--- src/rtl/ps2_host_tx_if.sv ---
// ps2_host_tx_if: CPU memory-window bus between the keyboard window decoder and ps2_host_tx.
// The width of mem_addr comes from KB_ADDR_WIDTH, which defaults to 8 when it is not defined.
`ifndef KB_ADDR_WIDTH
`define KB_ADDR_WIDTH 8
`endif

interface ps2_host_tx_if;
  logic                       mem_write;
  logic                       mem_read;
  logic [`KB_ADDR_WIDTH-1:0]  mem_addr;
  logic [31:0]                mem_wdata;
  logic [31:0]                mem_rdata;

  modport master (
    output mem_write, mem_read, mem_addr, mem_wdata,
    input  mem_rdata
  );

  modport slave (
    input  mem_write, mem_read, mem_addr, mem_wdata,
    output mem_rdata
  );
endinterface

--- src/rtl/ps2_host_tx.sv ---
// ps2_host_tx: host-to-device PS/2 command transmitter (LED set, reset, typematic, ...).
// The CPU writes a byte to TX_DATA (0x03). The block then runs the sequence inhibit,
// request-to-send, the 11-clock frame and the ACK sample on the open-drain ps2_clk/ps2_data
// pads. STATUS (0x04) = {28'b0, drop, error, ack, busy}.
// Build macro PS2_TX_AUTO_RETRY_EN: a NACK or a timeout restarts the frame from inhibit,
// with up to 2 retries. error is set only after the third failure.
//
// state     | meaning
// S_IDLE    | both lines released, waiting for a TX_DATA write
// S_INHIBIT | ps2_clk held low for INHIBIT_CYCLES
// S_START   | ps2_data pulled low (start bit) for one cycle with clock still held
// S_FRAME   | device clocks the frame; data bits/parity/stop, ACK sampled on edge 11
// S_WAIT_IDLE | waiting for the device to release both lines
`ifndef KB_ADDR_WIDTH
`define KB_ADDR_WIDTH 8
`endif

module ps2_host_tx #(
  parameter int INHIBIT_CYCLES = 10000,
  parameter int TIMEOUT_CYCLES = 2000000
) (
  input  logic         clk,
  input  logic         reset_n,
  input  logic         ps2_clk_in,
  input  logic         ps2_data_in,
  output logic         ps2_clk_oe,
  output logic         ps2_data_oe,
  output logic         tx_active,
  ps2_host_tx_if.slave bus
);

  localparam int AW         = `KB_ADDR_WIDTH;
  localparam int MAX_CYCLES = (INHIBIT_CYCLES > TIMEOUT_CYCLES) ? INHIBIT_CYCLES : TIMEOUT_CYCLES;
  localparam int TW         = $clog2(MAX_CYCLES + 1);
  localparam logic [TW-1:0] INH_LOAD = TW'(INHIBIT_CYCLES - 1);
  localparam logic [TW-1:0] TO_LOAD  = TW'(TIMEOUT_CYCLES - 1);
  localparam logic [AW-1:0] ADDR_TX     = AW'(3);
  localparam logic [AW-1:0] ADDR_STATUS = AW'(4);

  typedef enum logic [2:0] {
    S_IDLE,
    S_INHIBIT,
    S_START,
    S_FRAME,
    S_WAIT_IDLE
  } state_t;

  state_t        state_q, state_d;
  logic [TW-1:0] timer_q, timer_d;
  logic [3:0]    bit_idx_q, bit_idx_d;
  logic [7:0]    byte_q, byte_d;
  logic          parity_q, parity_d;
  logic          clk_oe_q, clk_oe_d;
  logic          data_oe_q, data_oe_d;
  logic          ack_q, ack_d;
  logic          error_q, error_d;
  logic          drop_q, drop_d;
  logic          busy_q, busy_d;
  logic          active_q, active_d;
  logic [31:0]   rdata_q, rdata_d;
`ifdef PS2_TX_AUTO_RETRY_EN
  logic [1:0]    retry_q, retry_d;
`endif

  logic clk_meta_q, clk_sync_q, clk_prev_q;
  logic data_meta_q, data_sync_q;

  logic        clk_fall;
  logic        timer_zero;
  logic        wr_tx;
  logic        fail;
  logic [31:0] status;
  logic        unused_wdata;

  assign unused_wdata = ^bus.mem_wdata[31:8];

  // Two-flop synchronisers for the asynchronous pad inputs plus a delayed copy for edge detect.
  // They reset to 1 (released bus) so leaving reset never looks like a falling edge.
  always_ff @(posedge clk or negedge reset_n) begin
    if (!reset_n) begin
      clk_meta_q  <= 1'b1;
      clk_sync_q  <= 1'b1;
      clk_prev_q  <= 1'b1;
      data_meta_q <= 1'b1;
      data_sync_q <= 1'b1;
    end else begin
      clk_meta_q  <= ps2_clk_in;
      clk_sync_q  <= clk_meta_q;
      clk_prev_q  <= clk_sync_q;
      data_meta_q <= ps2_data_in;
      data_sync_q <= data_meta_q;
    end
  end

  assign clk_fall   = clk_prev_q & ~clk_sync_q;
  assign timer_zero = (timer_q == '0);
  assign wr_tx      = bus.mem_write && (bus.mem_addr == ADDR_TX);
  assign status     = {28'b0, drop_q, error_q, ack_q, busy_q};

  // Next-state, line and status computation for the transmit sequencer and register read.
  always_comb begin
    state_d   = state_q;
    timer_d   = timer_q;
    bit_idx_d = bit_idx_q;
    byte_d    = byte_q;
    parity_d  = parity_q;
    clk_oe_d  = clk_oe_q;
    data_oe_d = data_oe_q;
    ack_d     = ack_q;
    error_d   = error_q;
    drop_d    = drop_q;
    busy_d    = busy_q;
    rdata_d   = rdata_q;
    fail      = 1'b0;
`ifdef PS2_TX_AUTO_RETRY_EN
    retry_d   = retry_q;
`endif

    // Reads see the status from before any write made in the same cycle.
    if (bus.mem_read) begin
      rdata_d = (bus.mem_addr == ADDR_STATUS) ? status : 32'h0;
    end

    if (wr_tx && busy_q) begin
      drop_d = 1'b1;
    end

    case (state_q)
      S_IDLE: begin
        clk_oe_d  = 1'b0;
        data_oe_d = 1'b0;
        if (wr_tx) begin
          byte_d   = bus.mem_wdata[7:0];
          parity_d = ~^bus.mem_wdata[7:0];
          ack_d    = 1'b0;
          error_d  = 1'b0;
          drop_d   = 1'b0;
          busy_d   = 1'b1;
          clk_oe_d = 1'b1;
          timer_d  = INH_LOAD;
          state_d  = S_INHIBIT;
`ifdef PS2_TX_AUTO_RETRY_EN
          retry_d  = 2'd0;
`endif
        end
      end

      S_INHIBIT: begin
        if (timer_zero) begin
          data_oe_d = 1'b1;
          state_d   = S_START;
        end else begin
          timer_d = timer_q - 1'b1;
        end
      end

      S_START: begin
        clk_oe_d  = 1'b0;
        bit_idx_d = 4'd0;
        timer_d   = TO_LOAD;
        state_d   = S_FRAME;
      end

      S_FRAME: begin
        if (clk_fall) begin
          timer_d   = TO_LOAD;
          bit_idx_d = bit_idx_q + 4'd1;
          if (bit_idx_q < 4'd8) begin
            data_oe_d = ~byte_q[bit_idx_q[2:0]];
          end else if (bit_idx_q == 4'd8) begin
            data_oe_d = ~parity_q;
          end else if (bit_idx_q == 4'd9) begin
            data_oe_d = 1'b0;
          end else if (!data_sync_q) begin
            ack_d   = 1'b1;
            state_d = S_WAIT_IDLE;
          end else begin
            fail = 1'b1;
          end
        end else if (timer_zero) begin
          fail = 1'b1;
        end else begin
          timer_d = timer_q - 1'b1;
        end
      end

      S_WAIT_IDLE: begin
        if (clk_sync_q && data_sync_q) begin
          busy_d  = 1'b0;
          state_d = S_IDLE;
        end else if (clk_fall) begin
          timer_d = TO_LOAD;
        end else if (timer_zero) begin
          fail = 1'b1;
        end else begin
          timer_d = timer_q - 1'b1;
        end
      end

      default: begin
        clk_oe_d  = 1'b0;
        data_oe_d = 1'b0;
        busy_d    = 1'b0;
        state_d   = S_IDLE;
      end
    endcase

    // NACK or timeout: release the bus; either retry from inhibit or finish with error.
    // ack is cleared here so ack and error can never both be set.
    if (fail) begin
      clk_oe_d  = 1'b0;
      data_oe_d = 1'b0;
      ack_d     = 1'b0;
      error_d   = 1'b1;
      busy_d    = 1'b0;
      state_d   = S_IDLE;
`ifdef PS2_TX_AUTO_RETRY_EN
      if (retry_q != 2'd2) begin
        retry_d  = retry_q + 2'd1;
        error_d  = error_q;
        busy_d   = 1'b1;
        clk_oe_d = 1'b1;
        timer_d  = INH_LOAD;
        state_d  = S_INHIBIT;
      end
`endif
    end

    active_d = (state_d != S_IDLE);
  end

  // Sequencer state, pad enables, status bits and read data register.
  always_ff @(posedge clk or negedge reset_n) begin
    if (!reset_n) begin
      state_q   <= S_IDLE;
      timer_q   <= '0;
      bit_idx_q <= 4'd0;
      byte_q    <= 8'h0;
      parity_q  <= 1'b0;
      clk_oe_q  <= 1'b0;
      data_oe_q <= 1'b0;
      ack_q     <= 1'b0;
      error_q   <= 1'b0;
      drop_q    <= 1'b0;
      busy_q    <= 1'b0;
      active_q  <= 1'b0;
      rdata_q   <= 32'h0;
`ifdef PS2_TX_AUTO_RETRY_EN
      retry_q   <= 2'd0;
`endif
    end else begin
      state_q   <= state_d;
      timer_q   <= timer_d;
      bit_idx_q <= bit_idx_d;
      byte_q    <= byte_d;
      parity_q  <= parity_d;
      clk_oe_q  <= clk_oe_d;
      data_oe_q <= data_oe_d;
      ack_q     <= ack_d;
      error_q   <= error_d;
      drop_q    <= drop_d;
      busy_q    <= busy_d;
      active_q  <= active_d;
      rdata_q   <= rdata_d;
`ifdef PS2_TX_AUTO_RETRY_EN
      retry_q   <= retry_d;
`endif
    end
  end

  assign ps2_clk_oe    = clk_oe_q;
  assign ps2_data_oe   = data_oe_q;
  assign tx_active     = active_q;
  assign bus.mem_rdata = rdata_q;

endmodule

--- src/flat_wrapper.sv ---
// flat-port wrapper written by rule: the top's interface ports become plain ports
module ps2_host_tx_flat 
#(
  parameter int INHIBIT_CYCLES = 10000,
  parameter int TIMEOUT_CYCLES = 2000000
)
  (clk, reset_n, ps2_clk_in, ps2_data_in, ps2_clk_oe, ps2_data_oe, tx_active, bus_mem_write, bus_mem_read, bus_mem_addr, bus_mem_wdata, bus_mem_rdata);
  ps2_host_tx_if bus_i ();
  input  logic clk;
  input  logic reset_n;
  input  logic ps2_clk_in;
  input  logic ps2_data_in;
  output logic ps2_clk_oe;
  output logic ps2_data_oe;
  output logic tx_active;
  input wire logic [$bits(bus_i.mem_write)-1:0] bus_mem_write;
  input wire logic [$bits(bus_i.mem_read)-1:0] bus_mem_read;
  input wire logic [$bits(bus_i.mem_addr)-1:0] bus_mem_addr;
  input wire logic [$bits(bus_i.mem_wdata)-1:0] bus_mem_wdata;
  output wire logic [$bits(bus_i.mem_rdata)-1:0] bus_mem_rdata;
  assign bus_i.mem_write = bus_mem_write;
  assign bus_i.mem_read = bus_mem_read;
  assign bus_i.mem_addr = bus_mem_addr;
  assign bus_i.mem_wdata = bus_mem_wdata;
  assign bus_mem_rdata = bus_i.mem_rdata;
  ps2_host_tx #(.INHIBIT_CYCLES(INHIBIT_CYCLES), .TIMEOUT_CYCLES(TIMEOUT_CYCLES)) u_core (.clk(clk), .reset_n(reset_n), .ps2_clk_in(ps2_clk_in), .ps2_data_in(ps2_data_in), .ps2_clk_oe(ps2_clk_oe), .ps2_data_oe(ps2_data_oe), .tx_active(tx_active), .bus(bus_i));
endmodule
--- config.mk ---
export PLATFORM = sky130hd
export DESIGN_NAME = ps2_host_tx_flat
export DESIGN_NICKNAME = d
export VERILOG_FILES = /design/src/rtl/ps2_host_tx_if.sv /design/src/rtl/ps2_host_tx.sv /design/src/flat_wrapper.sv
export SDC_FILE = /design/constraint.sdc
export NUM_CORES = 1
export LEC_CHECK = 0
export CAP_MARGIN = 40
export CORE_UTILIZATION = 68
export DETAILED_ROUTE_END_ITERATION = 10
export DONT_BUFFER_PORTS = 1
export PLACE_DENSITY = 0.86
export SLEW_MARGIN = 20
export SYNTH_ARGS = -nofsm -noshare
export SYNTH_HDL_FRONTEND = slang
export SYNTH_SLANG_ARGS = --single-unit
--- constraint.sdc ---
create_clock -name clk -period 3.79 [get_ports clk]
set_input_delay 0.9475 -clock clk [delete_from_list [all_inputs] [get_ports clk]]
set_output_delay 0.9475 -clock clk [all_outputs]
set_load 0.02 [all_outputs]
Yosys cells after proc, flatten, opt, wreduce, memory -nomap -nowiden
Index checks and enable logic that the tools add are counted.
Word-level totals
  register bits after elaboration: 81
  logic and storage cells: 127
  input port bits: 46
  output and inout bits: 35
Operators by class
  eq/ne operators: 23
  magnitude comparators: 2
  mux-type cells: 56
  bitwise operators: 4
  reductions and logical operators: 22
  add/sub/neg operators: 2
Operators with widths (number)
  $pmux W21 S5: 1
  $mux W21: 4
  $mux W1: 32
  $mux W3: 9
  $logic_not A21 Y1: 1
  $sub A21 B1 Y21 const B: 1
  $pmux W3 S5: 1
  $ne A3 B1 Y1 const B: 4
  $ne A2 B1 Y1 const B: 5
  $ne A3 B2 Y1 const B: 3
  $eq A4 B4 Y1 const B: 2
  $eq A8 B2 Y1 const B: 1
  $eq A8 B3 Y1 const B: 1
  $mux W4: 2
  $pmux W4 S2: 1
  $reduce_xnor A8 Y1: 1
  $reduce_and A7 Y1: 1
  $eq A3 B2 Y1 const B: 2
  $pmux W1 S2: 3
  $pmux W1 S3: 2
  $reduce_and A2 Y1: 3
  $reduce_and A3 Y1: 2
  $reduce_bool A2 Y1: 3
  $reduce_bool A3 Y1: 2
  17 further kinds: 22

Logic depth before layout (Yosys ltp)
  depth in word-level cells: 8
  depth in mapped cells: 8

Least setup slack after synthesis
Ideal clock, no wire load.
  path kind: input port to flip-flop
  start: in bus_mem_addr[5]
  end: reg u_core.timer_q[16]
  setup slack: 1197 ps
  data required time: 3726 ps
  buffers on the path: 1
  arrival: 2529 ps
  cell stages on the path: 7
  setup time: 64 ps
  path through: or4_4 > nor4_4 > nor2_2 > or2_1 > buf_6 > nor4b_2 > a21o_1
On the way
  cells in the longest elaborated chain, start to end: 4
Ends and longest elaborated chain
  from (decl): line flat_wrapper.sv:18  | input wire logic [$bits(bus_i.mem_addr)-1:0] bus_mem_addr;
  $eq A8 B2 Y1: line ps2_host_tx.sv:97  | assign wr_tx = bus.mem_write && (bus.mem_addr == ADDR_TX);
  $logic_and A1 B1 Y1: line ps2_host_tx.sv:97
  $ne A2 B1 Y1 (no line)
  $reduce_and A3 Y1 (no line)
  to (signal assigned): line ps2_host_tx.sv:253  | timer_q <= timer_d;
  to (decl): line ps2_host_tx.sv:49  | logic [TW-1:0] timer_q, timer_d;
No other way between the ends.
A chain may end at the register's enable or synchronous reset.

Worst setup path in the final report
Same ends and word-level chain as after synthesis.

==> flow_metrics.tcl <==
set metrics [dict create \
    synth_commonest_cells "nand2_1 (63), dfrtp_1 (48), o21ai_0 (31)" \
    ys_seq_area_frac 0.421 \
    hold_class "in2async" \
    synthAdderAreaFrac 0.0119 \
    antenna_found_initial 0 \
    final-hold-violation-count 0 \
    portBuffers 0 \
    power_frac_comb 0.044 \
    fill_cells 342 \
    multi_input_area_sq_um 1610 \
    setup_violations 0 \
    timing.final.ws_setup_ns 1.31 \
    rsz0062_at_grt "false" \
    io_pins 81 \
    critical_path_class "in2reg" \
    dieHeight_um 70.2 \
    post-route-period-util 0.656 \
    synth_top_family_by_area "simple AND/OR/NAND/NOR gates" \
    area_growth_syn_to_layout_pct 0.435 \
    fin_worst_skew_ns 0.00515 \
    worstPathRequired_ns 4.05 \
    die_area_sq_um 4930 \
    dr.pass1.iters 5 \
    h-tree-depth 2 \
    synth_enable_flop_cells 0 \
    post_synth_xor_area_fraction 0.0249 \
    clock-sinks 53 \
    p_leak_nw 1.36 \
    cts.path.max_buffers 2 \
    muxShareOfSynthArea 0.0241 \
    cts_made_buffers 5 \
    crit_arrival_ns 2.74 \
    seqPwrFrac 0.562 \
    crit_path_end_kind "register" \
    num_rows 24 \
    vias 2592 \
    netlist_instances 356 \
    synth-simple-area-share 0.224 \
    synth_compound_area_frac 0.192 \
    min_period_ns 2.48 \
    start_util 0.717 \
    clock_latency_ns 0.31 \
    core_sq_um 4410 \
    dr.first_iter.drc_count 337 \
    synth_warnings 0 \
    post_cts_buffers 0 \
    dp_hpwl_um 4350 \
    drc_errors 0 \
    synth_area_sq_um 3160 \
    ys_ff_latch 53 \
    cts_resized 0 \
    cts.clk_slew.worst_paths_ns 0.09 \
    async_flop_share 1.00 \
    p_int_mw 0.796 \
    synth.most_common_cell "nand2_1" \
    power.share.switching 0.220 \
    post-synth-top-area-cell "dfrtp_1" \
    clockRootBuffer "clkbuf_8" \
    grt_max_degree 54 \
    preCtsSetupSlack_ns 0.975 \
    synthDistinctLibCells 61 \
    antennaDiodeCount 0 \
    tightest_slew_ns 0.790 \
    finalWirelength_um 6260 \
    status "finished, final reports clean" \
    nets 398 \
    slew_viol_final 0 \
    syn_avg_cell_area_sq_um 8.88 \
    maxSlewHeadroom 0.473 \
    ir_drop_v 0.000165 \
    clockPowerShare 0.395 \
    path_max_fanout 16 \
    place.gp.congestion 0.908 \
    setup_tns_ns 0 \
    seq_area_sq_um 1330 \
    grtUsageTotal 0.275 \
    power_density_nw_per_um2 322 \
    dieWidth_um 70.2 \
    fmax_mhz 402 \
    synth_top_flop_cell "dfrtp_1" \
    wl_per_cell_um 15.6 \
    maxCapViolCount 0 \
    grt_pass1_vias 2373 \
    tritoncts "done" \
    overflow 0 \
    switchingPower_mw 0.225 \
    synthTopCellsByArea "dfrtp_1 (38%), nand2_1 (7.5%), buf_4 (6.6%), o21ai_0 (4.9%), dfstp_2 (4.2%)" \
    netlist.area_leader.share 0.380 \
    layout-drive-gt1-share 0.0971 \
    grt_pass1_wl_um 10800 \
    cts.hold.buffers_added 0 \
    drt-vias-per-instance 6.45 \
    cp-start-kind "input port" \
    antenna_left 0 \
]
[placed cells by master (no fill, tap or decap), types with 2 or more instances in the layout]
master	netlist	final
nor4_1	7	7
o41ai_1	4	4
a21o_1	4	4
or4_4	2	2
nor3_1	6	6
clkbuf_8	0	6
nor2_1	21	21
inv_1	9	9
a22o_1	6	6
o21ai_1	2	2
nand3_1	5	5
nand2_1	63	63
nor2_2	3	3
or4_1	3	3
nand2b_1	6	6
or2_2	3	3
mux2i_1	2	2
xor2_1	3	3
nor2b_1	3	3
dfrtp_1	48	48
o21ai_0	31	31
o211ai_1	2	2
conb_1	1	28
or3_1	3	3
nand4_1	3	3
xnor2_1	6	6
ha_1	3	3
mux4_2	2	2
dfstp_2	5	5
and3_1	2	2
o31ai_1	4	4
o311ai_0	3	3
nor4_4	2	2
a31oi_1	2	2
a21oi_1	22	22
[kinds of logic after synthesis]
logic type | count (synthesis)
buffers and inverters | 52
flip-flops | 53
adder cells (fa/ha/maj) | 3
other | 1
AO/OA/AOI/OAI | 94
AND/OR/NAND/NOR | 139
XOR/XNOR | 9
multiplexers | 5
[final timing paths]
kind                                     from                 endpoint  slack [ns]  cells after the start
min in group clk           u_core.data_meta_q       u_core.data_sync_q        0.36                      0
hold reg to reg            u_core.data_meta_q       u_core.data_sync_q        0.36                      0
hold / removal                        reset_n  u_core.bus.mem_rdata[2]        0.31                      0
setup / recovery              bus_mem_addr[5]       u_core.timer_q[16]        1.31                      6
max in group asynchronous             reset_n       u_core.data_sync_q        3.29                      0
setup reg to reg            u_core.state_q[2]       u_core.timer_q[16]        1.35                      6
[metal layers]
metal	GRT usage	part of all wire	vias to the layer above
met5	0	0	-
met4	0.0644	0.012	0
met3	0.0563	0.078	13
met2	0.428	0.46	140
met1	0.399	0.45	1249
li1	-	-	1190
[cell type report]
class / instances / area share
clock buffer: 6 / 0.0260
clock inverter: 2 / 0.0118
inverter: 10 / 0.0118
multi-input combinational: 278 / 0.508
sequential: 53 / 0.419
tap: 52 / 0.0205
timing repair buffer: 1 / 0.00236
[registers in the layout, summed over array words and instances, names as in the netlist, 3 cells and up]
name                  cells
u_core.state_q            3
u_core.byte_q             8
u_core.bus.mem_rdata      4
u_core.bit_idx_q          4
u_core.timer_q           21
[critical path, cell delays in order]
cell	delay, ns
or4_4	0.53
nor4_4	0.28
nor2_2	0.20
or2_1	0.39
nor4b_2	0.28
a21o_1	0.11
[through the flow]
| step | cell area [sq um] | hold slack (ns) | utilization | power (mW) | std cells |
|---|---|---|---|---|---|
| finish | 3180 | 0.314 | 0.720 | 1.02 | 402 |
| global route | 3180 | 0.303 | 0.720 | 1.05 | 402 |
| CTS | 3180 | 0.315 | 0.720 | 1.02 | 402 |
| detailed placement | 3060 | 0.348 | 0.692 | 0.629 | 394 |
| global placement | 3060 | 0.346 | 0.692 | 0.628 | 394 |
| floorplan | 3260 | 0.345 | - | 0.648 | 383 |
[power groups by stage]
stage                     sequential, mW  combinational, mW  clock (mW)
after detailed placement           0.585             0.0441           0
final                              0.574             0.0445       0.403
after global routing               0.574             0.0477       0.428
after floorplan                    0.584             0.0643           0
after CTS                          0.574             0.0443       0.406
after global placement             0.584             0.0433           0
Power figures use the tool's default switching activity.
